===== src/rtl/dmem_ctrl.sv =====
// Data-memory access controller: turns level-held datapath load/store strobes into
// single RAM transactions and stalls the CPU until done. Optional: MEM_ALIGN_CHECK_EN.
module dmem_ctrl #(
    parameter int ADDR_WIDTH = 10,
    parameter int RD_LATENCY = 2,
    parameter int WR_LATENCY = 1
) (
    input  logic                  clk,
    input  logic                  cpu_rst,
    input  logic                  mem_ren,
    input  logic                  mem_wen,
    input  logic [31:0]           mem_addr,
    input  logic [31:0]           mem_dout,
    output logic [31:0]           mem_din,
    output logic                  stall,
    output logic                  align_err,
    output logic                  ram_en,
    output logic                  ram_we,
    output logic [ADDR_WIDTH-1:0] ram_addr,
    output logic [31:0]           ram_wdata,
    input  logic [31:0]           ram_rdata
);

    typedef enum logic [1:0] {IDLE, ISSUE, WAIT, DONE} state_t;

    // A write completes WR_LATENCY cycles after the ram_we cycle, which itself counts,
    // so the wait phase is one cycle shorter than for reads.
    localparam logic [2:0] RD_CNT = 3'(RD_LATENCY);
    localparam logic [2:0] WR_CNT = 3'(WR_LATENCY - 1);

    state_t     state;
    logic       is_wr;
    logic [2:0] cnt;
    logic       align_err_q;
    logic       misaligned;
    logic       req;
    logic       unused_addr_bits;

    assign req = mem_ren | mem_wen;
    assign unused_addr_bits = ^{mem_addr[31:ADDR_WIDTH+2], mem_addr[1:0]};

`ifdef MEM_ALIGN_CHECK_EN
    assign misaligned = (mem_addr[1:0] != 2'b00);
    assign align_err  = align_err_q;
`else
    assign misaligned = 1'b0;
    assign align_err  = 1'b0;
`endif

    assign stall = ~cpu_rst & ((state == IDLE) ? req : (state != DONE));

    always_ff @(posedge clk) begin
        if (cpu_rst) begin
            state       <= IDLE;
            is_wr       <= 1'b0;
            cnt         <= 3'd0;
            mem_din     <= 32'd0;
            ram_en      <= 1'b0;
            ram_we      <= 1'b0;
            ram_addr    <= '0;
            ram_wdata   <= 32'd0;
            align_err_q <= 1'b0;
        end else begin
            ram_en      <= 1'b0;
            ram_we      <= 1'b0;
            align_err_q <= 1'b0;
            case (state)
                IDLE: begin
                    if (req) begin
                        if (misaligned) begin
                            align_err_q <= 1'b1;
                            state       <= DONE;
                        end else begin
                            is_wr     <= mem_wen;
                            ram_addr  <= mem_addr[ADDR_WIDTH+1:2];
                            ram_wdata <= mem_dout;
                            ram_en    <= 1'b1;
                            ram_we    <= mem_wen;
                            state     <= ISSUE;
                        end
                    end
                end
                ISSUE: begin
                    if (is_wr && WR_CNT == 3'd0) begin
                        state <= DONE;
                    end else begin
                        cnt   <= is_wr ? WR_CNT : RD_CNT;
                        state <= WAIT;
                    end
                end
                WAIT: begin
                    cnt <= cnt - 3'd1;
                    if (cnt == 3'd1) begin
                        if (!is_wr) mem_din <= ram_rdata;
                        state <= DONE;
                    end
                end
                DONE: state <= IDLE;
                default: state <= IDLE;
            endcase
        end
    end

endmodule


===== config.mk =====
export PLATFORM = sky130hd
export DESIGN_NAME = dmem_ctrl
export DESIGN_NICKNAME = d
export VERILOG_FILES = /design/src/rtl/dmem_ctrl.sv
export SDC_FILE = /design/constraint.sdc
export NUM_CORES = 1
export LEC_CHECK = 0
export ABC_AREA = 1
export BUFFER_PORTS_ARGS = -buffer_cell sky130_fd_sc_hd__buf_2
export CORE_MARGIN = 4
export CORE_UTILIZATION = 27
export DETAILED_ROUTE_END_ITERATION = 12
export GPL_TIMING_DRIVEN = 0
export PLACE_DENSITY = 0.57
export SLEW_MARGIN = 30
export SYNTH_ARGS = -nofsm -noshare
export SYNTH_HDL_FRONTEND = slang
export SYNTH_SLANG_ARGS = --single-unit

===== constraint.sdc =====
create_clock -name clk -period 1.2 [get_ports clk]
set_input_delay 0.12 -clock clk [delete_from_list [all_inputs] [get_ports clk]]
set_output_delay 0.12 -clock clk [all_outputs]
set_load 0.01 [all_outputs]

==> out/results.tsv <==
metric	value	unit
R2R cell count	9	
library cells used by synthesis	24	
pwr/cell area	2100	mW/mm2
clock sink count	82	
reg2reg start	state[0]	
post-route insts no fill	741	
vias in the first global route	3260	
boundary pin count	178	
Skew-Pair Late Insertion Delay	0.34	ns
setup violators final	83	
worst-path maximum fanout	3	
layout cell share with drive strength beyond 1	50.1	%
drt total wl	10.4	mm
Slew @ Worst Pin	0.789	ns
Mapped Area	0.00310	mm2
Die Wd	115	um
Hold Vio Cnt, Final	0	
Starting DRT DRC Count	105	
DP Area	0.00405	mm2
commonest non-fill, non-tap cell in the layout	buf_2	
Tmin final	1.44	ns
Placed Instances	674	
YS warnings	0	
Layout Area Growth over Synthesis	73.8	%
Leak	2.44	nW
Crit-path slowest cell	dfxtp_4	
CP Cell Sequence	inv_4 > ha_4 > nand2_2 > nand2_1 > a21oi_1 > buf_2	
failing checks	setup timing	
Post-DP HPWL	6.78	mm
wire per inst	14.1	um
Starting Density	28.1	%
Max H-tree Level	3	
CP arrival	1.32	ns
PortBufs	154	
WHS	0.0115	ns
1st-pass router iterations	4	
Hold Crit Class	in2reg	
largest net degree at the start of global routing	14	
Core Area	0.0110	mm2
Row Count	38	
Critical Path Start	state[0]	
syn_nets	487	
GRT Util Overall	15.1	%
ANT nets after route	0	
Seq/Total Area, Yosys	53.0	%
total CTS buffers	9	
Finished Cell Area	0.00538	mm2
clock transition at the registers of the reported paths	0.06	ns
status	finished with violations	
global-route wire length before repair	15.7	mm
Synth Area per Inst	8.15	um2
Final WS setup	-0.238	ns
Max-Cap Viols	0	
most frequent cells in the layout	buf_2, dfxtp_1, nor2_1	
final max-slew violation count	0	
ANT cells	0	
WHS Path Cells	3	
Peak VDD IR	1.15	mV
FMAX	0.695	GHz
CTS tree	done	
antenna violations before repair	0	
clk buf depth	2	
drc violations	0	
Nets	703	
final setup TNS	-12.37	ns
Setup CP Type	reg2out	
final critical-path share of the clock period	120	%
grt total ovfl	0	
RePlAce Congestion	0.821	
hold_sp	mem_addr[4]	
Fill cells	1033	
Die Y	115	um
Worst setup EP type	output pin	
vias post-DR	3305	
CTS root buffer	clkbuf_16	
Worst slew margin	47.4	%
Worst Clk Skew	0.00666	ns
die area	0.0133	mm2
critical path required time	1.08	ns
Seq cells post-synth	82	
critical path's largest stage delay	0.37	ns
vias per cell	4.46	
RSZ-0062 raised after global routing	true	
critical path launch point type	register	
Gate Count Post-Synth	380	
## flip-flops by register name (all words and copies together), names as in the netlist
signal and cells:
cnt 3, ram_addr 10, is_wr 1, mem_din 32, ram_en 1, ram_we 1
state 2, ram_wdata 32
## synth_stat cells
cell      instances  area (um2)
a21boi_0          1        7.51
a21oi_1          37         185
buf_1             1        3.75
buf_2             5        25.0
buf_4             5        37.5
buf_6             7        78.8
clkbuf_1          5        18.8
clkinv_2          1        5.00
conb_1            1        3.75
dfxtp_1          82        1640
ha_1              7        87.6
inv_1            39         146
inv_2             2        7.51
nand2_1          13        48.8
nand3_1           3        15.0
nand3_4           1        17.5
nand3b_1          1        7.51
nor2_1           88         330
nor2_2            1        6.26
nor2_4            1        11.3
o211ai_1          1        7.51
o21ai_0          41         205
o21ai_1          33         165
o21ai_2           4        35.0
## kinds of logic after synthesis
group | after synthesis | share of synthesized area [%]
AOI/OAI and AO/OA | 117 | 19.5
adders and majority gates | 7 | 2.83
buffers and inverters | 65 | 10.4
DFF | 82 | 53.0
other | 1 | 0.121
and+or+nand+nor | 108 | 14.1
## path summary, 6_finish.rpt
check / to / slack, ns
worst max-delay path: stall / -0.24
worst min-delay path: ram_addr[2] / 0.01
worst max register to register: ram_wdata[16] / -0.20
worst min register to register: mem_din[0] / 0.44
## cell type report
cell class / instances / area (um2) / share of cell area, %
plain buffers: 21 / 205 / 3.81
clock buffers: 12 / 267 / 4.95
clock inverters: 4 / 48.8 / 0.906
inverters: 42 / 176 / 3.28
multi-input cells: 234 / 1520 / 28.1
flip-flops and latches: 82 / 1650 / 30.6
well taps: 140 / 175 / 3.25
repair buffers: 205 / 1340 / 24.9
repair inverters: 1 / 8.76 / 0.163
## where the power goes
part / internal, mW / total, mW / leakage, nW / switching (mW)
clock network: 1.78 / 2.88 / 0.159 / 1.11
logic: 2.17 / 4.63 / 1.61 / 2.46
registers: 3.41 / 3.78 / 0.674 / 0.366
total: 7.36 / 11.3 / 2.44 / 3.93
## repair_timing
item | in CTS | in global routing
setup buffers | 13 | 5
hold buffers | 26 | 0
pin swaps | 8 | 13
resized for setup | 80 | 77
cloned | 6 | 4
setup endpoints to repair | 83 | 83
endpoints found under the hold margin | 26 | 0
## layer usage
layer  GRT usage, %  vias up  routed length, um  share of wire (%)
met5              0        -                  0                  0
met4           7.20        0                214                2.1
met3           5.47       16                988                9.5
met2           24.1      142               4910                 47
met1           18.2     1490               4320                 41
li1               -     1657                  -                  -
## stage by stage
stage	setup slack, ns	power [mW]	util [%]
2_1_floorplan	-0.0300	5.48	-
3_3_place_gp	-0.252	6.58	36.7
3_5_place_dp	-0.325	6.65	36.7
4_1_cts	-0.251	10.7	45.4
5_1_grt	-0.279	12.0	48.8
6_report	-0.238	11.3	48.8
## worst max-delay path: cells and delay by family, from the launching register on
kind / cells / cell delay (ns)
adders and majority gates: 1 / 0.16
DFF: 1 / 0.37
buffers and inverters: 2 / 0.21
AOI/OAI and AO/OA: 1 / 0.13
and+or+nand+nor: 2 / 0.12
(Power assumes the default switching activity.)
